==> src/rtl/i2s_sample_fifo.sv <==
// Stereo sample FIFO feeding an I2S serializer: valid/ready push side, one held
// pair per load strobe, prefill gating and underrun muting to silence.
module i2s_sample_fifo #(
  parameter int unsigned DW      = 24,
  parameter int unsigned DEPTH   = 16,
  parameter int unsigned AW      = $clog2(DEPTH),
  parameter int unsigned PREFILL = 4
) (
  input  logic          clk,
  input  logic          reset,
  input  logic          in_valid,
  output logic          in_ready,
  input  logic [DW-1:0] in_l,
  input  logic [DW-1:0] in_r,
  input  logic          load,
  output logic [DW-1:0] l_data,
  output logic [DW-1:0] r_data,
  output logic [AW:0]   level,
  output logic          running,
  output logic [7:0]    underrun_cnt,
  input  logic          clr_stats
);

  typedef enum logic [0:0] {StPrefill, StRun} state_e;

  localparam logic [AW:0] FullLvl    = (AW+1)'(DEPTH);
  localparam logic [AW:0] PrefillLvl = (AW+1)'(PREFILL);
  localparam logic [AW:0] PtrOne     = (AW+1)'(1);

  logic [2*DW-1:0] mem_q [DEPTH];
  logic [AW:0]     wr_ptr_q, wr_ptr_d;
  logic [AW:0]     rd_ptr_q, rd_ptr_d;
  logic [AW:0]     level_w;
  logic [2*DW-1:0] out_q, out_d;
  logic [7:0]      urun_q, urun_d;
  state_e          state_q, state_d;
  logic            push;

  // Pointers carry one extra wrap bit so full and empty stay distinguishable.
  assign level_w  = wr_ptr_q - rd_ptr_q;
  assign in_ready = reset & (level_w != FullLvl);
  assign push     = in_valid & in_ready;

  always_comb begin
    wr_ptr_d = wr_ptr_q;
    rd_ptr_d = rd_ptr_q;
    out_d    = out_q;
    urun_d   = urun_q;
    state_d  = state_q;

    if (push) wr_ptr_d = wr_ptr_q + PtrOne;

    unique case (state_q)
      StPrefill: begin
        if (load) out_d = '0;
        if (level_w >= PrefillLvl) state_d = StRun;
      end
      StRun: begin
        if (load) begin
          if (level_w != '0) begin
            out_d    = mem_q[rd_ptr_q[AW-1:0]];
            rd_ptr_d = rd_ptr_q + PtrOne;
          end else begin
            // Underrun: mute and re-prefill rather than replay stale data.
            out_d   = '0;
            state_d = StPrefill;
            if (urun_q != 8'hFF) urun_d = urun_q + 8'd1;
          end
        end
      end
      default: state_d = StPrefill;
    endcase

    if (clr_stats) urun_d = '0;
  end

  always_ff @(posedge clk or negedge reset) begin
    if (!reset) begin
      wr_ptr_q <= '0;
      rd_ptr_q <= '0;
      out_q    <= '0;
      urun_q   <= '0;
      state_q  <= StPrefill;
    end else begin
      wr_ptr_q <= wr_ptr_d;
      rd_ptr_q <= rd_ptr_d;
      out_q    <= out_d;
      urun_q   <= urun_d;
      state_q  <= state_d;
    end
  end

  // Storage needs no reset: pointers alone define what is valid.
  always_ff @(posedge clk) begin
    if (push) mem_q[wr_ptr_q[AW-1:0]] <= {in_l, in_r};
  end

  assign l_data       = out_q[2*DW-1:DW];
  assign r_data       = out_q[DW-1:0];
  assign level        = level_w;
  assign running      = (state_q == StRun);
  assign underrun_cnt = urun_q;

endmodule

==> config.mk <==
export PLATFORM = sky130hd
export DESIGN_NAME = i2s_sample_fifo
export DESIGN_NICKNAME = d
export VERILOG_FILES = /design/src/rtl/i2s_sample_fifo.sv
export SDC_FILE = /design/constraint.sdc
export NUM_CORES = 1
export LEC_CHECK = 0
export ABC_CLOCK_PERIOD_IN_PS = 17300
export BUFFER_PORTS_ARGS = -buffer_cell sky130_fd_sc_hd__buf_2
export CAP_MARGIN = 40
export CELL_PAD_IN_SITES_DETAIL_PLACEMENT = 1
export CELL_PAD_IN_SITES_GLOBAL_PLACEMENT = 2
export CORE_UTILIZATION = 52
export DETAILED_ROUTE_END_ITERATION = 16
export GPL_ROUTABILITY_DRIVEN = 0
export HOLD_SLACK_MARGIN = 0.02
export PLACE_DENSITY = 0.85
export SLEW_MARGIN = 20
export SYNTH_ARGS = -nofsm -noshare
export SYNTH_HDL_FRONTEND = slang
export SYNTH_SLANG_ARGS = --single-unit
==> constraint.sdc <==
create_clock -name clk -period 17.3 [get_ports clk]
set_clock_uncertainty 0.15 [all_clocks]
set_input_delay 0.865 -clock clk [delete_from_list [all_inputs] [get_ports clk]]
set_output_delay 0.865 -clock clk [all_outputs]
set_load 0.03 [all_outputs]
==> results of run 1 <==
cell type report:
cell class	count	area [um^2]	area share [%]
clock buffers	123	2410	6.57
inverters	59	223	0.608
multi-input cells	683	6840	18.7
repair buffers	165	1170	3.19
diodes	3	7.51	0.0205
clock inverters	33	282	0.768
flip-flops and latches	835	24800	67.5
well taps	782	978	2.67
where the power goes:
| group | leakage (uW) | total (uW) | switching, uW | internal (uW) |
|---|---|---|---|---|
| clock | 0.00132 | 1770 | 753 | 1020 |
| sequential | 0.00776 | 2510 | 130 | 2380 |
| combinational | 0.00335 | 1840 | 1110 | 737 |
| total | 0.0124 | 6120 | 1990 | 4130 |
stage by stage:
stage	std cells	worst slack, ns
4_1_cts	2673	11.61
2_1_floorplan	1668	9.20
3_3_place_gp	2511	11.95
6_report	2683	11.91
3_5_place_dp	2517	12.07
5_1_grt	2682	11.67
sequential cells by signal, summed over array words and instances (netlist names):
name          count
wr_ptr_q          5
mem_q           768
running           1
underrun_cnt      8
out_q            48
rd_ptr_q          5
final timing paths:
| kind | start | end |
|---|---|---|
| worst max register to register | rd_ptr_q[2] | mem_q[1][0] |
| worst min register to register | rd_ptr_q[4] | rd_ptr_q[4] |
| min in group clk | rd_ptr_q[4] | rd_ptr_q[4] |
| worst min-delay path | reset | underrun_cnt[4] |
| max in group asynchronous | reset | rd_ptr_q[0] |
| worst max-delay path | rd_ptr_q[2] | in_ready |
worst register-to-register path, delay by kind of cell (launching register included):
kind	cells	cell delay, ns
XOR/XNOR	1	0.39
adder cells (fa/ha/maj)	1	0.34
buffers and inverters	3	1.52
flip-flops	1	0.78
AND/OR/NAND/NOR	4	1.29
routing by layer:
| layer | part of all wire, % | vias to the layer above | track usage, % |
|---|---|---|---|
| met3 | 6.6 | 122 | 4.30 |
| li1 | - | 6907 | - |
| met1 | 40 | 8713 | 32.9 |
| met2 | 51 | 604 | 41.7 |
| met5 | 0.023 | - | 0 |
| met4 | 2.2 | 2 | 7.38 |
Yosys cell counts, drive strengths merged (10+ instances only):
cell,n,area (um^2)
ha,10,125
inv,59,221
xnor2,16,148
buf,50,225
mux4,192,4320
nor3,11,55.1
nand2,251,942
clkbuf,41,154
nor2,17,63.8
o22ai,48,300
dfrtp,67,1680
edfxtp,768,23100
a21oi,98,490
kinds of logic after synthesis:
| group | count (synthesis) | share of synthesized area [%] |
|---|---|---|
| mux | 194 | 13.5 |
| buf+inv | 150 | 1.87 |
| xor+xnor | 18 | 0.515 |
| simple gates | 306 | 3.82 |
| fa+ha+maj | 11 | 0.452 |
| compound gates | 154 | 2.70 |
| flops | 835 | 77.1 |
==> flow_summary.toml, run 1 <==
[route]
routed_wl_mm = 75.3
dr.pass1.iters = 5
vias = 16300
viasPerCell = 6.09
drt_iter0_drc = 1351
ant_nets = 0
wl_per_cell_um = 28.0
drc = 0

[global_routing]
grt_use_total_pct = 24.6
grt_overflow = 0
grt_pass1_wl_mm = 113
antenna_found_initial = 5
grt_pass1_vias = 18000
grt_max_degree = 61

[finish]
final_core_util_pct = 60.4
final_cell_mix = "edfxtp_1 (768), nand2_1 (251), mux4_2 (192), buf_2 (115), a21oi_1 (98)"
final_area_mm2 = 0.0367
area_delta_synth_final_pct = 14.3
drive_gt1_share_pct = 26.8
fillers = 5136
final_nets = 1891
layout_commonest_cell = "edfxtp_1"

[cts]
post_cts_buffers = 0
post_cts_resized = 0
cts_root_buffer = "clkbuf_16"
clkTransAtPathRegs_ns = 0.06
clock_latency_ns = 0.63
htreeDepth = 3
cts_tree = "built"
cts.sinks = 835
cts_buffer_depth = 3
cts_hold_buf = 0
cts_buffers = 83

[synthesis]
synthDistinctLibCells = 36
yosysSeqAreaShare_pct = 77.1
ys.flop_type = "edfxtp_1"
ys_seq_elements = 835
synthCells = 1668
syn_area_mm2 = 0.0321
syn-num-nets = 1732
synth_edf_count = 768
async_reset_ff_share_pct = 8.02
ys_warn_count = 0
syn_area_per_cell_um2 = 19.2

[worst_setup_path]
worst-path-buf-inv = 4
regToRegSetupSlack_ns = 12.39
cp_data_required_time_ns = 16.28
critical-path-top-delay-family = "buffers and inverters"
cp-start-kind = "register"
crit_fanout = 40
cp.depth = 10
r2r_cells = 9
cpMaxStageDelayCell = "dfrtp_4"
crit_type = "register to output port"
worstPathCellList = "clkinv_2, buf_16, ha_1, a21o_1, a21oi_1, xnor2_1, nand3_1, nand2_1, inv_1, buf_2"
cp_slowest_stage_delay_ns = 0.78
crit_arrival_ns = 4.38
cp-end-kind = "output port"

[floorplan]
start_util_pct = 52.9
ios = 116
core_area_mm2 = 0.0607
die_area_mm2 = 0.0627
fp.dieH_um = 250
die_w_um = 250
fp-row-count = 90

[power]
leakage_uw = 0.0124
ir_drop_uv = 83.0
power_uw = 6120
p_per_area_mw_per_mm2 = 167

[sta]
holdWs_ns = 0.0540
rsz0062_at_grt = "false"
slew_violations = 0
period_needed_ns = 5.39
hold_viol = 0
worst_slew_pin_slew_ns = 0.865
slew_headroom_pct = 42.3
final-setup-viol-count = 0
fmax_mhz = 186
setup-tns-final_ns = 0
period_share_pct = 31.2

[place]
io_buffers = 115
placed_area_mm2 = 0.0338
hpwlAfterDp_mm = 40.5

[run]
maxCapViolations = 0

[worst_hold_path]
hold_path.class = "input pin to async pin"

[status]
outcome = "finished clean"
No activity file was read; power rests on OpenSTA's default activity.
==> run 2: changes to the inputs <==
- ABC_AREA: not set -> 1
- ABC_CLOCK_PERIOD_IN_PS: 17300 -> 5500
- CORE_UTILIZATION: 52 -> 43
- PLACE_DENSITY: 0.85 -> 0.79
- clock period: 17.3 -> 5.5 ns (I/O delays scaled with it)
==> run 2 against run 1 <==
Utilization shrank 10 points. Synthesized cell count grew 70%. Final cell count grew 52%. Clock power grew to 3.4 times the previous value. Via count grew 36%. Sequential share of layout area shrank 3.8 points. Register-to-register slack lost 11 ns. Final area grew 6.0%. Sequential power grew to 3.1 times the previous value. Non-clock buffer count grew 50. Largest power group unchanged. Highest routed layer is now met4.
==> flow_summary.toml, run 2 <==
[finish]
final_cell_mix = "nand2_1 (915), edfxtp_1 (768), nand3_1 (555), a21oi_1 (150), buf_2 (114)"
final_nets = 3031
area_delta_synth_final_pct = 14.7
antenna_cells = 0
drive_gt1_share_pct = 10.9
layout_commonest_cell = "nand2_1"
largest_reg_flops = 768
final_area_mm2 = 0.0389
fin_cells = 4081

[worst_setup_path]
cp-start-kind = "register"
crit_fanout = 69
cp-end-kind = "register"
crit_type = "register to register"
crit_arrival_ns = 4.02
cp_data_required_time_ns = 5.63
cp_slowest_stage_delay_ns = 0.70
worstPathCellList = "inv_8, fa_1, nand3_1, nand3_1, nand2_2, inv_1, nand2_2, nand3_4, nor3_2, buf_4"
cpMaxStageDelayCell = "dfrtp_4"

[place]
io_buffers = 115
hpwlAfterDp_mm = 49.2
placed_area_mm2 = 0.0353
placedCellCount = 3858

[route]
dr.pass1.iters = 5
wl_per_cell_um = 22.3
ant_nets = 0
viasPerCell = 5.47
routed_wl_mm = 90.9
vias = 22300
drt_iter0_drc = 1527
drc = 0

[floorplan]
die_area_mm2 = 0.0799
fp.dieH_um = 283
fp-row-count = 102
ios = 116
die_w_um = 283
start_util_pct = 43.6
core_area_mm2 = 0.0777

[cts]
cts_buffers = 90
cts_root_buffer = "clkbuf_16"
clock_latency_ns = 0.65
post_cts_buffers = 0
cts_tree = "built"
htreeDepth = 3
clkTransAtPathRegs_ns = 0.06
post_cts_resized = 0
cts.sinks = 835
cts_buffer_depth = 3

[synthesis]
synth_top_area_cell = "edfxtp_1"
synth_most_common_cell = "nand2_1"
ys.flop_type = "edfxtp_1"
syn-num-nets = 2901
syn_area_mm2 = 0.0339
synth_edf_count = 768
synth_top_area_share_pct = 68.1
ys_seq_elements = 835
syn_area_per_cell_um2 = 11.9
async_reset_ff_share_pct = 8.02
synthCells = 2837
synthDistinctLibCells = 35
yosysSeqAreaShare_pct = 73.0
synth_area_leaders = "edfxtp_1 (68%), nand2_1 (10%), nand3_1 (8.2%)"
synthTopCellsByCount = "nand2_1 (915), edfxtp_1 (768), nand3_1 (555)"
ys_warn_count = 0

[power]
ir_drop_uv = 593
leakage_uw = 0.0144
p_per_area_mw_per_mm2 = 529

[global_routing]
grt_pass1_wl_mm = 139
use_met1_pct = 29.6
met3_usage_pct = 3.34
grt_max_degree = 237
grt_pass1_vias = 23600
grt_use_total_pct = 23.1
use_met2_pct = 40.4
grt.busiest_layer = "met2"
grt_overflow = 0
antenna_found_initial = 1

[sta]
rsz0062_at_grt = "false"
final-setup-viol-count = 0
setup-tns-final_ns = 0
slew_violations = 0
period_needed_ns = 3.89
slew_headroom_pct = 23.6
fmax_mhz = 257
worst_slew_pin_slew_ns = 1.15
hold_viol = 0
period_share_pct = 70.8

[run]
maxCapViolations = 0

[status]
outcome = "finished clean"

[worst_hold_path]
hold_path.class = "register to register"
-- run 2: cells by family (layout without fill, tap and decap cells) --
group / Yosys count / count (layout) / synth area share (%)
adders and majority gates: 11 / 11 / 0.428
xor gates and xnor gates: 9 / 9 / 0.255
and+or+nand+nor: 1611 / 1611 / 20.5
AOI/OAI and AO/OA: 157 / 157 / 2.34
buffers and inverters: 214 / 418 / 3.42
DFF: 835 / 835 / 73.0
-- run 2: report_power, final --
part	internal, uW	switching [uW]
sequential	7430	272
clock	3580	2520
combinational	1870	4880
total	12900	7670
-- run 2: cell type report --
type | instances | area [um^2]
Tap cell | 1040 | 1300
Clock buffer | 119 | 2460
Clock inverter | 47 | 498
Timing Repair Buffer | 215 | 1630
Fill cell | 8052 | 38900
Sequential cell | 835 | 24800
Multi-Input combinational cell | 1788 | 8060
Inverter | 37 | 159
-- run 2: repair_timing --
item | CTS | global route
setup endpoints to repair | 0 | 0
endpoints found under the hold margin | 800 | 0
hold buffers | 54 | 0
-- run 2: worst paths after layout --
kind | slack, ns | from | to | depth (start not counted)
worst max-delay path | 1.61 | rd_ptr_q[1] | mem_q[5][28] | 10
worst min-delay path | 0.32 | out_q[33] | out_q[33] | 2
worst max register to register | 1.61 | rd_ptr_q[1] | mem_q[5][28] | 10
worst min register to register | 0.32 | out_q[33] | out_q[33] | 2
max in group asynchronous | 3.81 | reset | out_q[34] | 4
min in group asynchronous | 0.57 | reset | out_q[12] | 4
-- run 2: metal layers --
layer  vias up  part of all wire (%)
li1      10300                     -
met1     11500                    43
met2       402                    51
met3       128                   4.0
met4         0                   2.2
met5         -                     0
-- run 2: per-stage QoR --
step / setup slack, ns / hold WS (ns) / total power, uW / util (%)
after floorplan: -0.612 / -0.171 / 12600 / -
after global placement: 1.62 / 0.0789 / 14400 / 45.3
after detailed placement: 1.51 / 0.0875 / 14600 / 45.4
after CTS: 1.51 / 0.312 / 20800 / 49.9
after global routing: 1.41 / 0.349 / 21700 / 50.0
final: 1.61 / 0.323 / 20500 / 50.0
-- run 2: worst max-delay path: cells and delay by family (launching register included) --
kind	cells	cell delay, ns
buffers and inverters	3	1.01
AND/OR/NAND/NOR	6	1.01
adder cells (fa/ha/maj)	1	0.53
flip-flops	1	0.70
